### src/rtl/vram_arbiter_if.sv
// Bus bundle between the VRAM arbiter and its environment: timing generator,
// host write port, VRAM port and display line-buffer write port.
interface vram_arbiter_if #(
    parameter int ADDR_W = 16,
    parameter int DATA_W = 12,
    parameter int IDX_W  = 7
);
    logic              line_start;
    logic [ADDR_W-1:0] line_base;
    logic              host_req;
    logic [ADDR_W-1:0] host_addr;
    logic [DATA_W-1:0] host_wdata;
    logic              host_ack;
    logic [ADDR_W-1:0] mem_addr;
    logic              mem_we;
    logic [DATA_W-1:0] mem_wdata;
    logic [DATA_W-1:0] mem_rdata;
    logic              lb_we;
    logic [IDX_W-1:0]  lb_idx;
    logic [DATA_W-1:0] lb_data;
    logic              fetch_busy;
    logic              overrun;

    modport slave (
        input  line_start, line_base, host_req, host_addr, host_wdata, mem_rdata,
        output host_ack, mem_addr, mem_we, mem_wdata, lb_we, lb_idx, lb_data,
               fetch_busy, overrun
    );

    modport master (
        output line_start, line_base, host_req, host_addr, host_wdata, mem_rdata,
        input  host_ack, mem_addr, mem_we, mem_wdata, lb_we, lb_idx, lb_data,
               fetch_busy, overrun
    );
endinterface

### src/rtl/vram_arbiter.sv
// Single-port VRAM arbiter: display scanline burst fetch with absolute priority
// over single-word host writes. Define VRAM_ARB_OVERRUN_EN for the sticky overrun flag.
module vram_arbiter #(
    parameter int ADDR_W     = 16,
    parameter int DATA_W     = 12,
    parameter int LINE_WORDS = 100,
    parameter int IDX_W      = 7
) (
    input  logic           clk40,
    input  logic           areset,
    vram_arbiter_if.slave  bus
);
    typedef enum logic [1:0] {IDLE, FETCH, DRAIN} state_t;

    localparam logic [IDX_W-1:0] LAST_IDX = IDX_W'(LINE_WORDS - 1);

    state_t            r_state;
    logic [IDX_W-1:0]  r_cnt;
    logic [ADDR_W-1:0] r_mem_addr;
    logic              r_mem_we;
    logic [DATA_W-1:0] r_mem_wdata;
    logic              r_host_ack;
    logic              r_lb_we;
    logic [IDX_W-1:0]  r_lb_idx;
    logic              r_busy;
    logic              w_accept_host;

    // host_ack blocks the next edge so a held request is never written twice
    assign w_accept_host = bus.host_req && !bus.line_start && !r_host_ack;

    always_ff @(posedge clk40 or posedge areset) begin
        if (areset) begin
            r_state     <= IDLE;
            r_cnt       <= '0;
            r_mem_addr  <= '0;
            r_mem_we    <= 1'b0;
            r_mem_wdata <= '0;
            r_host_ack  <= 1'b0;
            r_lb_we     <= 1'b0;
            r_lb_idx    <= '0;
            r_busy      <= 1'b0;
        end else begin
            r_mem_we   <= 1'b0;
            r_host_ack <= 1'b0;
            r_lb_we    <= 1'b0;
            case (r_state)
                IDLE: begin
                    if (bus.line_start) begin
                        r_state    <= FETCH;
                        r_mem_addr <= bus.line_base;
                        r_cnt      <= '0;
                        r_busy     <= 1'b1;
                    end else if (w_accept_host) begin
                        r_mem_we    <= 1'b1;
                        r_mem_addr  <= bus.host_addr;
                        r_mem_wdata <= bus.host_wdata;
                        r_host_ack  <= 1'b1;
                    end
                end
                FETCH: begin
                    // read data for index r_cnt returns next cycle
                    r_lb_we  <= 1'b1;
                    r_lb_idx <= r_cnt;
                    if (r_cnt == LAST_IDX) begin
                        r_state <= DRAIN;
                    end else begin
                        r_cnt      <= r_cnt + 1'b1;
                        r_mem_addr <= r_mem_addr + 1'b1;
                    end
                end
                DRAIN: begin
                    r_busy  <= 1'b0;
                    r_state <= IDLE;
                end
                default: r_state <= IDLE;
            endcase
        end
    end

    assign bus.mem_addr   = r_mem_addr;
    assign bus.mem_we     = r_mem_we;
    assign bus.mem_wdata  = r_mem_wdata;
    assign bus.host_ack   = r_host_ack;
    assign bus.lb_we      = r_lb_we;
    assign bus.lb_idx     = r_lb_idx;
    assign bus.lb_data    = r_lb_we ? bus.mem_rdata : '0;
    assign bus.fetch_busy = r_busy;

`ifdef VRAM_ARB_OVERRUN_EN
    logic       r_overrun;
    logic [7:0] r_ovr_cnt;

    always_ff @(posedge clk40 or posedge areset) begin
        if (areset) begin
            r_overrun <= 1'b0;
            r_ovr_cnt <= '0;
        end else if (bus.line_start && r_state != IDLE) begin
            r_overrun <= 1'b1;
            if (r_ovr_cnt != '1) r_ovr_cnt <= r_ovr_cnt + 1'b1;
        end
    end

    assign bus.overrun = r_overrun;
`else
    assign bus.overrun = 1'b0;
`endif
endmodule
### src/flat_wrapper.sv
// flat-port wrapper written by rule: the top's interface ports become plain ports
module vram_arbiter_flat 
#(
    parameter int ADDR_W     = 16,
    parameter int DATA_W     = 12,
    parameter int LINE_WORDS = 100,
    parameter int IDX_W      = 7
)
  (clk40, areset, bus_line_start, bus_line_base, bus_host_req, bus_host_addr, bus_host_wdata, bus_mem_rdata, bus_host_ack, bus_mem_addr, bus_mem_we, bus_mem_wdata, bus_lb_we, bus_lb_idx, bus_lb_data, bus_fetch_busy, bus_overrun);
  vram_arbiter_if #(.ADDR_W(ADDR_W), .DATA_W(DATA_W), .IDX_W(IDX_W)) bus_i ();
  input  logic clk40;
  input  logic areset;
  input wire logic [$bits(bus_i.line_start)-1:0] bus_line_start;
  input wire logic [$bits(bus_i.line_base)-1:0] bus_line_base;
  input wire logic [$bits(bus_i.host_req)-1:0] bus_host_req;
  input wire logic [$bits(bus_i.host_addr)-1:0] bus_host_addr;
  input wire logic [$bits(bus_i.host_wdata)-1:0] bus_host_wdata;
  input wire logic [$bits(bus_i.mem_rdata)-1:0] bus_mem_rdata;
  output wire logic [$bits(bus_i.host_ack)-1:0] bus_host_ack;
  output wire logic [$bits(bus_i.mem_addr)-1:0] bus_mem_addr;
  output wire logic [$bits(bus_i.mem_we)-1:0] bus_mem_we;
  output wire logic [$bits(bus_i.mem_wdata)-1:0] bus_mem_wdata;
  output wire logic [$bits(bus_i.lb_we)-1:0] bus_lb_we;
  output wire logic [$bits(bus_i.lb_idx)-1:0] bus_lb_idx;
  output wire logic [$bits(bus_i.lb_data)-1:0] bus_lb_data;
  output wire logic [$bits(bus_i.fetch_busy)-1:0] bus_fetch_busy;
  output wire logic [$bits(bus_i.overrun)-1:0] bus_overrun;
  assign bus_i.line_start = bus_line_start;
  assign bus_i.line_base = bus_line_base;
  assign bus_i.host_req = bus_host_req;
  assign bus_i.host_addr = bus_host_addr;
  assign bus_i.host_wdata = bus_host_wdata;
  assign bus_i.mem_rdata = bus_mem_rdata;
  assign bus_host_ack = bus_i.host_ack;
  assign bus_mem_addr = bus_i.mem_addr;
  assign bus_mem_we = bus_i.mem_we;
  assign bus_mem_wdata = bus_i.mem_wdata;
  assign bus_lb_we = bus_i.lb_we;
  assign bus_lb_idx = bus_i.lb_idx;
  assign bus_lb_data = bus_i.lb_data;
  assign bus_fetch_busy = bus_i.fetch_busy;
  assign bus_overrun = bus_i.overrun;
  vram_arbiter #(.ADDR_W(ADDR_W), .DATA_W(DATA_W), .LINE_WORDS(LINE_WORDS), .IDX_W(IDX_W)) u_core (.clk40(clk40), .areset(areset), .bus(bus_i));
endmodule
### config.mk
export PLATFORM = sky130hd
export DESIGN_NAME = vram_arbiter_flat
export DESIGN_NICKNAME = d
export VERILOG_FILES = /design/src/rtl/vram_arbiter_if.sv /design/src/rtl/vram_arbiter.sv /design/src/flat_wrapper.sv
export SDC_FILE = /design/constraint.sdc
export NUM_CORES = 1
export LEC_CHECK = 0
export ABC_AREA = 1
export BUFFER_PORTS_ARGS = -buffer_cell sky130_fd_sc_hd__buf_4
export CORE_ASPECT_RATIO = 1.2
export CORE_MARGIN = 5
export CORE_UTILIZATION = 45
export CTS_BUF_LIST = sky130_fd_sc_hd__clkbuf_4
export CTS_CLUSTER_SIZE = 16
export DETAILED_ROUTE_END_ITERATION = 16
export PLACE_DENSITY = 0.78
export SYNTH_ARGS = -nofsm -noshare
export SYNTH_HDL_FRONTEND = slang
export SYNTH_SLANG_ARGS = --single-unit
### constraint.sdc
create_clock -name clk40 -period 1.45 [get_ports clk40]
set_input_delay 0.2175 -clock clk40 [delete_from_list [all_inputs] [get_ports clk40]]
set_output_delay 0.2175 -clock clk40 [all_outputs]
set_load 0.02 [all_outputs]
==> metrics.txt <==
status=complete, no violations; Top FF cell, synth=dfrtp_1; P&R area growth vs syn=41.39%; Initial Util=46.11%; DRC errors left=0; worst hold start=bus_host_wdata[3]; antenna violations before repair=0; Post-Syn Area=2790 µm²; Final HPWL DP=between 5000 and 6000 µm; post-synthesis net count=457; worst hold endpoint=u_core.bus.mem_wdata[3]; TritonCTS clock tree=yes; routability cong.=0.9506; final hold slack=0.04709 ns; Final ANT Viol Nets=0; Buffers on Ports=110; reg-to-reg critical path startpoint=u_core.bus.mem_addr[1]; reg-to-reg endpoint=u_core.bus.mem_addr[10]; Seq/Total Area, Yosys=between 40% and 50%; Critical Path Fanout Max=5; CTS Sinks=47; FILL cells=542; Synth cell types=33; antenna cells=0; Hold Path Stages=3; share of cells above drive strength 1=35.12%; DIE AREA=7881 µm²; CP required=approximately 1.8 ns; total number of vias=2,956; CORE AREA=6051 µm²; Synth area leaders=dfrtp_1 (42%), nand2_1 (18%), inv_1 (6.3%); critical path endpoint category=flip-flop; minimum clock period=around 1.4 ns; RSZ-0062 raised after global routing=true; Synth Area per Inst=7.064 µm²; final worst-path cycle share=a little over nine tenths; CTS buffer count=5; # IOs=112; Post-synth EDFFs=0; Synth top area share=42.15%; # nets final=582; num rows=31; post-synthesis register bit count=47; r2r setup slk=a little over 0.03 ns; Hold/Removal Path Class=in2reg; H-tree Lvls=2; Synthesis Warnings=0; Die Span Y=96.26 µm; DR pass1 iterations=4; VDD IR max=0.5799 mV; Data arrival, critical path=1.71 ns; routed vias/inst=roughly 4.9; skew final=0.01238 ns; largest net degree at the start of global routing=48; static leakage=2.126 nW; maximum clock rate=0.7047 GHz; Detailed Route Iter0 Violations=128; Crit Path Class=reg2reg; grt total ovfl=0; clk_lat worst skew=0.36 ns; Max-Cap Viols=0; routed len/inst=12.87 µm; clock root buffer=clkbuf_4; Tot GR Track Use=19.88%; Final setup viols=0; Worst R2R Path Depth=7; Slew Viols, Final=0; PwrDens=596.1 nW/µm²; Final Hold Vio Count=0; Reg clk slew, reported paths=0.14 ns; Synth area leader=dfrtp_1; Synth async-reset ratio=100.0%; Max clock buf depth=2; vias in the first global route=2,765; WL final=7763 µm; first-pass GRT wire length=12,410 µm; critical path startpoint category=flip-flop; Cells after Synth=between 300 and 400; Overall Power=between 2 and 2.5 mW; Die Width=81.88 µm
routing by layer:
layer | share of wire [%] | GRT usage, %
met1 | 40 | 24.72
met2 | 48 | 33.76
met3 | 11 | 5.805
met4 | 1.2 | 4.709
met5 | 0 | 0
stage by stage:
| stage | std cells | TNS [ns] | cell area (µm²) | utilization, % | worst slack, ns |
|---|---|---|---|---|---|
| 2_1_floorplan | 395 | 0 | 2790 | - | 0.02599 |
| 3_3_place_gp | 588 | 0 | 3755 | 62.06 | 0.07236 |
| 3_5_place_dp | 588 | 0 | 3755 | 62.06 | 0.007145 |
| 4_1_cts | 600 | 0 | 3865 | 63.88 | 0.005927 |
| 5_1_grt | 603 | -0.5576 | 3945 | 65.20 | -0.07262 |
| 6_report | 603 | 0 | 3945 | 65.20 | 0.03097 |
flip-flops by register name, summed over array words and instances, names as in the netlist:
register,flops
u_core.bus.fetch_busy,1
u_core.bus.lb_idx,7
u_core.r_state,2
u_core.bus.mem_addr,16
u_core.bus.mem_wdata,12
u_core.bus.mem_we,1
u_core.bus.lb_we,1
u_core.r_cnt,7
logic make-up (layout without fill, tap and decap cells):
| group | after synthesis | after routing | share of synthesized area [%] |
|---|---|---|---|
| AO/OA/AOI/OAI | 62 | 62 | 12.82 |
| XOR/XNOR | 2 | 2 | 0.6279 |
| buffers and inverters | 67 | 193 | 11.21 |
| adder cells (fa/ha/maj) | 2 | 2 | 0.8967 |
| other | 1 | 1 | 0.1344 |
| flip-flops | 47 | 47 | 42.15 |
| AND/OR/NAND/NOR | 214 | 214 | 32.15 |
power breakdown:
group,switching (mW),internal [mW]
Combinational,0.113,0.145
Sequential,0,1.31
Clock,0.427,0.355
Total,0.541,1.81
worst max-delay path by stage:
stage | startpoint | endpoint | slack (ns)
floorplan | u_core.r_cnt[0] | u_core.bus.mem_addr[1] | 0.03
global placement | u_core.r_cnt[1] | u_core.bus.mem_addr[12] | 0.07
detailed placement | u_core.r_cnt[1] | u_core.bus.mem_addr[12] | 0.007
CTS | u_core.bus.mem_addr[1] | u_core.bus.mem_addr[10] | 0.006
global route | u_core.bus.mem_addr[1] | u_core.bus.mem_addr[10] | -0.07
finish | u_core.bus.mem_addr[1] | u_core.bus.mem_addr[10] | 0.03
synthesized netlist by cell type (3+ instances only):
cell type    n
a21oi_2      4
dfrtp_1     47
inv_1       47
o21ai_0     33
nand2_1    135
nand3_1     26
nand4_1      3
nor2_1      35
o21ai_2      4
nor2_2       6
nand2_2      4
buf_2        8
a21oi_1     13
o22ai_1      4
cell type report:
cell class / instances / area, µm² / share of cell area [%]
timing repair buffer: 133 / 1033 / 26.20
clock buffer: 5 / 37.54 / 0.9515
multi-input combinational: 281 / 1350 / 34.22
sequential: 47 / 1179 / 29.88
clock inverter: 3 / 38.79 / 0.9832
tap: 82 / 102.6 / 2.601
inverter: 52 / 203.9 / 5.170
worst max-delay path, cell delays in order (launching register included):
cell and delay [ns]:
dfrtp_1 0.44, ha_2 0.22, nand3_2 0.14, inv_2 0.10, nand2_2 0.08, o21ai_1 0.14, nand3_1 0.10, a21oi_2 0.12
timing repair:
action	4_1_cts	5_1_grt
resized for setup	2	22
buffers inserted	3	3
setup endpoints to repair	3	18
hold buffers	1	0
endpoints found under the hold margin	47	0
pin swaps	1	4
cell usage in the layout (no fill, tap or decap), types with 4 or more instances in the layout:
master,count
o21ai_0,30
inv_1,44
clkbuf_4,5
dfrtp_1,45
o22ai_1,4
nor2_1,28
a21oi_2,4
o21ai_2,5
nand2_2,4
nand2_1,134
buf_4,128
nand3_1,25
inv_2,5
a21oi_1,13
nor2_2,11
No activity file was read; power rests on OpenSTA's default activity.
